===== src/rtl/dma_pkg.sv =====
// dma_pkg: shared state encoding, direction and bus constants for the burst DMA.
package dma_pkg;
   typedef enum logic [2:0] {
      IDLE, REQUEST, INIT, READ_DATA, WRITE_PRE, WRITE_DATA, END_WRITE, NEXT
   } dma_state_t;
   localparam logic DIR_READ = 1'b1;
   localparam logic DIR_WRITE = 1'b0;
   localparam logic [3:0] BYTE_EN_ALL = 4'hF;
   localparam int DEF_SRAM_AW = 9;
   localparam int DEF_BLK_W = 10;
   localparam int DEF_BURST_W = 8;
endpackage


===== src/rtl/dma_beat_counter.sv =====
// dma_beat_counter: beats for the current burst and the post-burst remaining/address.
module dma_beat_counter
   import dma_pkg::*;
#(
   parameter int BLK_W = DEF_BLK_W,
   parameter int BURST_W = DEF_BURST_W
) (
   input  logic [BLK_W-1:0]   remaining,
   input  logic [BURST_W:0]   burst_len,
   input  logic [31:0]        bus_address,
   output logic [BLK_W-1:0]   beats,
   output logic [BURST_W-1:0] burst_field,
   output logic [BLK_W-1:0]   remaining_next,
   output logic [31:0]        bus_address_next
);
   localparam int CW = (BLK_W > BURST_W + 1) ? BLK_W : BURST_W + 1;
   logic [CW-1:0] rem_x, len_x, min_x;
   assign rem_x = CW'(remaining);
   assign len_x = CW'(burst_len);
   assign min_x = rem_x < len_x ? rem_x : len_x;
   assign beats = BLK_W'(min_x);
   assign burst_field = BURST_W'(min_x - CW'(1));
   assign remaining_next = remaining - beats;
   assign bus_address_next = bus_address + (32'(beats) << 2);
endmodule


===== src/rtl/dma_burst_controller.sv =====
// dma_burst_controller: splits a programmed block into bus bursts between the bus and SSRAM port B.
module dma_burst_controller
   import dma_pkg::*;
#(
   parameter int SRAM_AW = DEF_SRAM_AW,
   parameter int BLK_W = DEF_BLK_W,
   parameter int BURST_W = DEF_BURST_W
) (
   input  logic               clock,
   input  logic               reset,
   input  logic               start_read,
   input  logic               start_write,
   input  logic [31:0]        bus_start_address,
   input  logic [SRAM_AW-1:0] memory_start_address,
   input  logic [BLK_W-1:0]   block_size,
   input  logic [BURST_W-1:0] burst_size,
   output logic               status_busy,
   output logic               status_error,
   output logic               busRequest,
   input  logic               busGrant,
   output logic               beginTransaction,
   output logic [31:0]        addressData,
   output logic [7:0]         burstSize,
   output logic               readNotWrite,
   output logic [3:0]         byteEnables,
   output logic               dataValid,
   output logic               endTransaction,
   input  logic [31:0]        busIn_address_data,
   input  logic               busIn_data_valid,
   input  logic               busIn_end_transaction,
   input  logic               busIn_busy,
   input  logic               busIn_error,
   output logic [SRAM_AW-1:0] sram_address,
   output logic               sram_we,
   output logic [31:0]        sram_wdata,
   input  logic [31:0]        sram_rdata
);
   dma_state_t state;
   logic [31:0] bus_addr, bus_addr_next;
   logic [SRAM_AW-1:0] mem_ptr, wr_addr, fetch_off;
   logic [BLK_W-1:0] remaining, remaining_next, beats, beat_cnt;
   logic [BURST_W:0] burst_len;
   logic [BURST_W-1:0] burst_field;
   logic dir_read, accept, write_phase, last_beat;

   dma_beat_counter #(.BLK_W(BLK_W), .BURST_W(BURST_W)) u_beats (
      .remaining(remaining),
      .burst_len(burst_len),
      .bus_address(bus_addr),
      .beats(beats),
      .burst_field(burst_field),
      .remaining_next(remaining_next),
      .bus_address_next(bus_addr_next)
   );

   assign status_busy = state != IDLE;
   assign accept = state == WRITE_DATA && !busIn_busy;
   assign last_beat = beat_cnt == beats - BLK_W'(1);
   // Write path keeps the next word on sram_rdata; the address steps ahead in the same cycle a beat is taken.
   assign write_phase = dir_read == DIR_WRITE && (state == INIT || state == WRITE_PRE || state == WRITE_DATA);
   assign fetch_off = SRAM_AW'(state != INIT) + SRAM_AW'(accept);
   assign sram_address = write_phase ? mem_ptr + fetch_off : wr_addr;

   always_ff @(posedge clock or negedge reset) begin
      if (!reset) begin
         state <= IDLE;
         bus_addr <= '0;
         mem_ptr <= '0;
         wr_addr <= '0;
         remaining <= '0;
         beat_cnt <= '0;
         burst_len <= '0;
         dir_read <= 1'b0;
         status_error <= 1'b0;
         busRequest <= 1'b0;
         beginTransaction <= 1'b0;
         addressData <= '0;
         burstSize <= '0;
         readNotWrite <= 1'b0;
         byteEnables <= '0;
         dataValid <= 1'b0;
         endTransaction <= 1'b0;
         sram_we <= 1'b0;
         sram_wdata <= '0;
      end else if (busIn_error && state != IDLE) begin
         state <= IDLE;
         status_error <= 1'b1;
         busRequest <= 1'b0;
         beginTransaction <= 1'b0;
         addressData <= '0;
         burstSize <= '0;
         readNotWrite <= 1'b0;
         byteEnables <= '0;
         dataValid <= 1'b0;
         endTransaction <= 1'b0;
         sram_we <= 1'b0;
      end else begin
         sram_we <= 1'b0;
         case (state)
            IDLE: if (start_read || start_write) begin
               dir_read <= start_read ? DIR_READ : DIR_WRITE;
               bus_addr <= bus_start_address;
               mem_ptr <= memory_start_address;
               remaining <= block_size;
               burst_len <= (BURST_W+1)'(burst_size) + (BURST_W+1)'(1);
               status_error <= 1'b0;
               busRequest <= block_size != '0;
               state <= block_size == '0 ? NEXT : REQUEST;
            end
            REQUEST: if (busGrant) begin
               state <= INIT;
               beginTransaction <= 1'b1;
               addressData <= bus_addr;
               burstSize <= 8'(burst_field);
               readNotWrite <= dir_read;
               byteEnables <= BYTE_EN_ALL;
               beat_cnt <= '0;
            end
            INIT: begin
               beginTransaction <= 1'b0;
               addressData <= '0;
               state <= dir_read == DIR_READ ? READ_DATA : WRITE_PRE;
            end
            READ_DATA: begin
               if (busIn_data_valid && beat_cnt < beats) begin
                  sram_we <= 1'b1;
                  wr_addr <= mem_ptr;
                  sram_wdata <= busIn_address_data;
                  mem_ptr <= mem_ptr + SRAM_AW'(1);
                  beat_cnt <= beat_cnt + BLK_W'(1);
               end
               if (busIn_end_transaction) begin
                  state <= NEXT;
                  busRequest <= 1'b0;
                  burstSize <= '0;
                  readNotWrite <= 1'b0;
                  byteEnables <= '0;
               end
            end
            WRITE_PRE: begin
               addressData <= sram_rdata;
               dataValid <= 1'b1;
               state <= WRITE_DATA;
            end
            WRITE_DATA: if (!busIn_busy) begin
               mem_ptr <= mem_ptr + SRAM_AW'(1);
               beat_cnt <= beat_cnt + BLK_W'(1);
               addressData <= last_beat ? '0 : sram_rdata;
               dataValid <= !last_beat;
               endTransaction <= last_beat;
               state <= last_beat ? END_WRITE : WRITE_DATA;
            end
            END_WRITE: begin
               endTransaction <= 1'b0;
               busRequest <= 1'b0;
               burstSize <= '0;
               readNotWrite <= 1'b0;
               byteEnables <= '0;
               state <= NEXT;
            end
            NEXT: begin
               remaining <= remaining_next;
               bus_addr <= bus_addr_next;
               busRequest <= remaining_next != '0;
               state <= remaining_next != '0 ? REQUEST : IDLE;
            end
            default: state <= IDLE;
         endcase
      end
   end
endmodule


===== config.mk =====
export PLATFORM = sky130hd
export DESIGN_NAME = dma_burst_controller
export DESIGN_NICKNAME = d
export VERILOG_FILES = /design/src/rtl/dma_pkg.sv /design/src/rtl/dma_beat_counter.sv /design/src/rtl/dma_burst_controller.sv
export SDC_FILE = /design/constraint.sdc
export NUM_CORES = 1
export LEC_CHECK = 0
export ABC_AREA = 1
export ABC_CLOCK_PERIOD_IN_PS = 4350
export CAP_MARGIN = 20
export CORE_MARGIN = 2
export CORE_UTILIZATION = 25
export CTS_BUF_LIST = sky130_fd_sc_hd__clkbuf_8
export CTS_CLUSTER_DIAMETER = 60
export CTS_CLUSTER_SIZE = 16
export DETAILED_ROUTE_END_ITERATION = 8
export SLEW_MARGIN = 40
export SYNTH_ARGS = -nofsm -noshare
export SYNTH_HDL_FRONTEND = slang
export SYNTH_SLANG_ARGS = --single-unit

===== constraint.sdc =====
create_clock -name clock -period 4.35 [get_ports clock]
set_input_delay 0.87 -clock clock [delete_from_list [all_inputs] [get_ports clock]]
set_output_delay 0.87 -clock clock [all_outputs]
set_load 0.1 [all_outputs]

Yosys cells after proc, flatten, opt, wreduce, memory -nomap -nowiden
Cells that the tools add are included.

$add $sub $neg: 8. Order comparisons: 2. Equal/unequal tests: 17. Mux-type cells: 60. Bitwise gates (word level): 2. Reduce and logical (&&, ||, !) cells: 38.

Operators with widths (number): $mux 32 (5); $pmux 32 s4 (1); $pmux 32 s2 (1); $mux 10 (5); $mux 9 (4); $add 32x12->32 (1); $pmux 10 s3 (1); $pmux 9 s3 (1); $mux 8 (3); $pmux 3 s8 (1); $pmux 8 s3 (1); $mux 3 (7); $pmux 10 s2 (1); $reduce_bool 10->1 (2); $mux 1 (19); $reduce_and 3->1 (6); $reduce_bool 3->1 (6); $eq 3x3->1 const B (4); $mux 4 (3); $pmux 4 s3 (1); $add 10x1->10 const B (1); $eq 10x10->1 (1); $logic_not 10->1 (1); $lt 10x10->1 (1); other kinds (27) (50).

Bits in registers: 166. Input bits: 132. Output and inout port bits: 93. Logic and storage cells: 146.

Logic depth before layout (Yosys ltp)
Word-level depth: 8. Mapped depth: 28. Gate-level depth less buffers: 27.

Hierarchy
Synthesis repeated with hierarchy kept, for this count alone.

Cell total of the unflattened synthesis: 1531. Area total of the unflattened synthesis: 10822.9 um2.

By module, submodules not included: dma_burst_controller (instances 1, cells an instance 1179, area each 8704.6 um2, sequential area each 4078.9 um2); dma_beat_counter (instances 1, cells an instance 352, area each 2118.3 um2, sequential area each 0.0 um2).

Worst setup path after synthesis
OpenSTA, ideal clock, no wires.

Path kind: reg-to-output. From: register state[0]. To: output sram_address[8]. Data arrival time: 3.929 ns. Data required time: 3.480 ns. Slack: -0.449 ns. Stages on the path, launching flop included: 10. Buffers on the path: 0. Cells stage by stage: dfrtp_1 or2_2 nor2_1 inv_1 fa_1 ha_1 nand2_1 nor3_1 xnor2_1 o21ai_0.

Longest elaborated chain between the ends: 5. Elaborated cells between the ends (all ways): 11. Classes of those cells: 2 x add/sub; 4 x eq/ne; 1 x mux; 4 x reduce/logical.

RTL lines: from (decl) (RTL line dma_burst_controller.sv:38) `dma_state_t state;`; from (signal assigned) (RTL line dma_burst_controller.sv:108) `state <= block_size == '0 ? NEXT : REQUEST;`; from (signal assigned) (RTL line dma_burst_controller.sv:122) `state <= dir_read == DIR_READ ? READ_DATA : WRITE_PRE;`; from (signal assigned) (RTL line dma_burst_controller.sv:151) `state <= last_beat ? END_WRITE : WRITE_DATA;`; $eq 3x3->1 (tied with other cells) (RTL line dma_burst_controller.sv:57, dma_burst_controller.sv:60); $logic_and 1x1->1 / $logic_or 1x1->1 (equally long branches) (RTL line dma_burst_controller.sv:57, dma_burst_controller.sv:60); $add 1x1->2 / $logic_or 1x1->1 (equally long branches) (RTL line dma_burst_controller.sv:61, dma_burst_controller.sv:60); $add 9x2->9 / $logic_and 1x1->1 (equally long branches) (RTL line dma_burst_controller.sv:62, dma_burst_controller.sv:60); $mux 9 * (RTL line dma_burst_controller.sv:62) `assign sram_address = write_phase ? mem_ptr + fetch_off : wr_addr;`; to (decl) (RTL line dma_burst_controller.sv:33) `output logic [SRAM_AW-1:0] sram_address,`.

Every way passes the cells marked *; elsewhere a longest branch is shown, timed or not.

Final worst setup path
From: register burst_len[5]. To: register bus_addr[28].

Longest elaborated chain between the ends: 4.

RTL lines: from (decl) (RTL line dma_burst_controller.sv:42) `logic [BURST_W:0] burst_len;`; from (signal assigned) (RTL line dma_burst_controller.sv:105) `burst_len <= (BURST_W+1)'(burst_size) + (BURST_W+1)'(1);`; $lt 10x9->1 (RTL line dma_beat_counter.sv:20) `assign min_x = rem_x < len_x ? rem_x : len_x;`; $mux 10 * (RTL line dma_beat_counter.sv:20); $add 32x12->32 * (RTL line dma_beat_counter.sv:24) `assign bus_address_next = bus_address + (32'(beats) << 2);`; $pmux 32 s2 * (RTL line dma_burst_controller.sv:99) `case (state)`; to (signal assigned) (RTL line dma_burst_controller.sv:102) `bus_addr <= bus_start_address;`; to (signal assigned) (RTL line dma_burst_controller.sv:163) `bus_addr <= bus_addr_next;`; to (decl) (RTL line dma_burst_controller.sv:39) `logic [31:0] bus_addr, bus_addr_next;`.

Marks and branches as above. A chain may end at the register's enable or synchronous reset.

==> flow_metrics.tcl <==
set metrics [dict create \
    status "finished clean" \
    drtIter0Drc 646 \
    dpl.hpwl_mm 27.6 \
    tritoncts "done" \
    tightest_slew_ns 0.742 \
    synth_area_sq_mm 0.0105 \
    reg2reg_slack_ns 0.35 \
    syn_nets 1660 \
    clk-insertion-delay-late_ns 0.49 \
    via_per_inst 4.73 \
    dr.pass1.iters 5 \
    critPathLaunchType "flip-flop" \
    grt_pass1_vias 10200 \
    seq_area_frac_synth 0.388 \
    syn_avg_cell_area_sq_um 7.02 \
    synth_top_cell_area_share 0.388 \
    wire_per_inst_um 16.1 \
    fin_nets 1864 \
    wl_mm 36.3 \
    synth_warnings 0 \
    clockRootBuffer "clkbuf_8" \
    final.setup.tns_ns 0 \
    synth_top_area_cell "dfrtp_1" \
    slew_viol_final 0 \
    ys_types 51 \
    dieArea_sq_mm 0.0437 \
    skew_ns 0.0227 \
    holdCritPathClass "input pin to async pin" \
    post-route-min-period_ns 4.00 \
    place.gp.congestion 0.916 \
    clk_pin_slew_ns 0.11 \
    drv_cap 0 \
    reg2reg_to "bus_addr[28]" \
    slew_headroom 0.501 \
    hold_violations 0 \
    via_count 10700 \
    r2r-start "burst_len[5]" \
    synthMuxAreaShare 0.00286 \
    grt-ovfl-total 0 \
    worstSetupEndpointType "flip-flop" \
    worst-r2r-cell-count 24 \
    track_usage 0.166 \
    synth_seq_cells 163 \
    n_antenna_cell 0 \
    synthSimpleGateAreaFrac 0.342 \
    area_growth_syn_to_layout_pct 27.7 \
    layout-drive-gt1-share 0.115 \
    synth_edf_count 0 \
    async_flop_share 1.00 \
    antenna_left 0 \
    grt_max_degree 92 \
    coreArea_sq_mm 0.0418 \
    synth_xor_xnor_area_share 0.0225 \
    htreeDepth 4 \
    crit_type "flip-flop to flip-flop" \
    setup_violations 0 \
    max_freq_mhz 250 \
    row_count 75 \
    pin_count 225 \
    synth_top_family_by_area "simple AND/OR/NAND/NOR gates" \
    clock_path_buffers 2 \
    die-height_um 209 \
    grtUsageMet1 0.222 \
    busiest_layer "met2" \
    io_buffer_count 224 \
    synth_adder_area_share 0.0405 \
    ctsHoldBuffers 0 \
    worstPathRequired_ns 4.72 \
    synth_ff_type "dfrtp_1" \
    arrival_ns 4.37 \
    use_met3 0.0437 \
    cts_buffers 17 \
    grt_pass1_wl_mm 57.4 \
    clock-sinks 163 \
    synthCells 1496 \
    crit_end "bus_addr[28]" \
    synth_area_leaders "dfrtp_1 (39%), nand2_1 (19%), nand3_1 (6.1%), inv_1 (5.2%), o21ai_0 (4.3%)" \
    synth_common_cells "nand2_1 (519), dfrtp_1 (163), inv_1 (146), nand3_1 (129), nor2_1 (104)" \
    yosysMostFrequentCell "nand2_1" \
    worstSetupStartpoint "burst_len[5]" \
    period_share 0.920 \
    synth_compound_area_frac 0.116 \
    path_max_fanout 15 \
    drc 0 \
    antenna_found_initial 2 \
    grt_use_met2 0.273 \
    initial_utilization 0.252 \
    die_w_um 209 \
]
[metrics by stage]
step                utilization  hold WS [ns]  cells  worst slack, ns  instance area, sq um
finish                    0.321         0.225   2252            0.347                 13400
global route              0.321         0.191   2252          -0.0934                 13400
CTS                       0.319         0.416   2250            0.134                 13300
detailed placement        0.310         0.460   2218            0.265                 13000
global placement          0.320         0.461   2218            0.376                 13400
floorplan                     -         0.449   1496           -0.426                 10500
[state kept, by name, summed over array words and instances (netlist names), 3 cells and up]
| signal | count |
|---|---|
| addressData | 32 |
| beat_cnt | 10 |
| burstSize | 8 |
| burst_len | 9 |
| bus_addr | 32 |
| mem_ptr | 9 |
| remaining | 10 |
| sram_wdata | 32 |
| state | 3 |
| wr_addr | 9 |
[layout make-up]
| type | count | area (sq um) |
|---|---|---|
| well taps | 539 | 674 |
| multi-input cells | 1120 | 5590 |
| clock inverters | 13 | 115 |
| flip-flops and latches | 163 | 4080 |
| inverters | 153 | 574 |
| repair buffers | 245 | 2120 |
| clock buffers | 19 | 262 |
| fillers | 4503 | 28300 |
[worst max-delay path, cell delays in order, from the launching register on]
cell	delay, ns
dfrtp_1	0.40
inv_1	0.08
ha_1	0.29
nand2_1	0.09
inv_1	0.04
nand2_1	0.06
nand2_1	0.05
nand2_1	0.15
buf_4	0.24
nand4_1	0.11
nand2_1	0.21
inv_1	0.11
ha_1	0.36
nand2_1	0.09
o21ai_0	0.25
nand2_1	0.08
o211ai_1	0.09
inv_1	0.11
nor3_2	0.23
nand3_2	0.20
nor3_2	0.21
nand3_1	0.11
xor2_1	0.15
nor2_1	0.09
o22ai_1	0.08
[cell usage in the layout, fill, tap and decap left out, types with 3 or more instances in the layout]
| cell type | count |
|---|---|
| clkbuf_8 | 19 |
| o21bai_1 | 4 |
| a21oi_1 | 35 |
| buf_2 | 84 |
| nor2_1 | 99 |
| nor2_2 | 5 |
| xnor2_1 | 5 |
| nand2_2 | 6 |
| buf_12 | 11 |
| nor3_1 | 16 |
| inv_8 | 3 |
| clkdlybuf4s50_1 | 130 |
| o221ai_1 | 3 |
| o21ai_0 | 87 |
| xor2_1 | 22 |
| nand3_1 | 128 |
| or2_2 | 9 |
| nor4_1 | 4 |
| o21ai_1 | 22 |
| inv_6 | 5 |
| nand4_1 | 27 |
| mux2i_1 | 3 |
| ha_1 | 30 |
| o22ai_1 | 31 |
| inv_1 | 146 |
| buf_4 | 18 |
| nand3b_1 | 4 |
| a31oi_1 | 4 |
| nand3_2 | 11 |
| nor2_4 | 4 |
| o211ai_1 | 11 |
| nand2_1 | 518 |
| dfrtp_1 | 163 |
| clkinv_1 | 3 |
| inv_2 | 4 |
[cells by family after synthesis]
family,count (synthesis)
adders and majority gates,33
and+or+nand+nor,840
AOI/OAI and AO/OA,214
buffers and inverters,214
muxes,3
other,2
DFF,163
xor gates and xnor gates,27
[worst min path at each step]
stage                   startpoint             end  slack [ns]  cells after the start
floorplan               wr_addr[8]      wr_addr[8]        0.45                      2
global placement    sram_wdata[26]  sram_wdata[26]        0.46                      2
detailed placement  sram_wdata[23]  sram_wdata[23]        0.46                      2
CTS                          reset     beat_cnt[4]        0.42                      1
global route                 reset    remaining[2]        0.19                      1
finish                       reset    burst_len[0]        0.22                      1
[repair_timing]
action,4_1_cts,5_1_grt
gates resized for setup,0,10
setup buffers,0,0
endpoints found under the setup margin,0,14
[routing by layer]
metal	share of wire	wire length, um
met1	0.46	16600
met2	0.47	17000
met3	0.065	2370
met4	0.0078	282
met5	0.00072	26
Power is not shown: default switching activity piles up to over one toggle a cycle in this logic, so the estimate is an artifact.
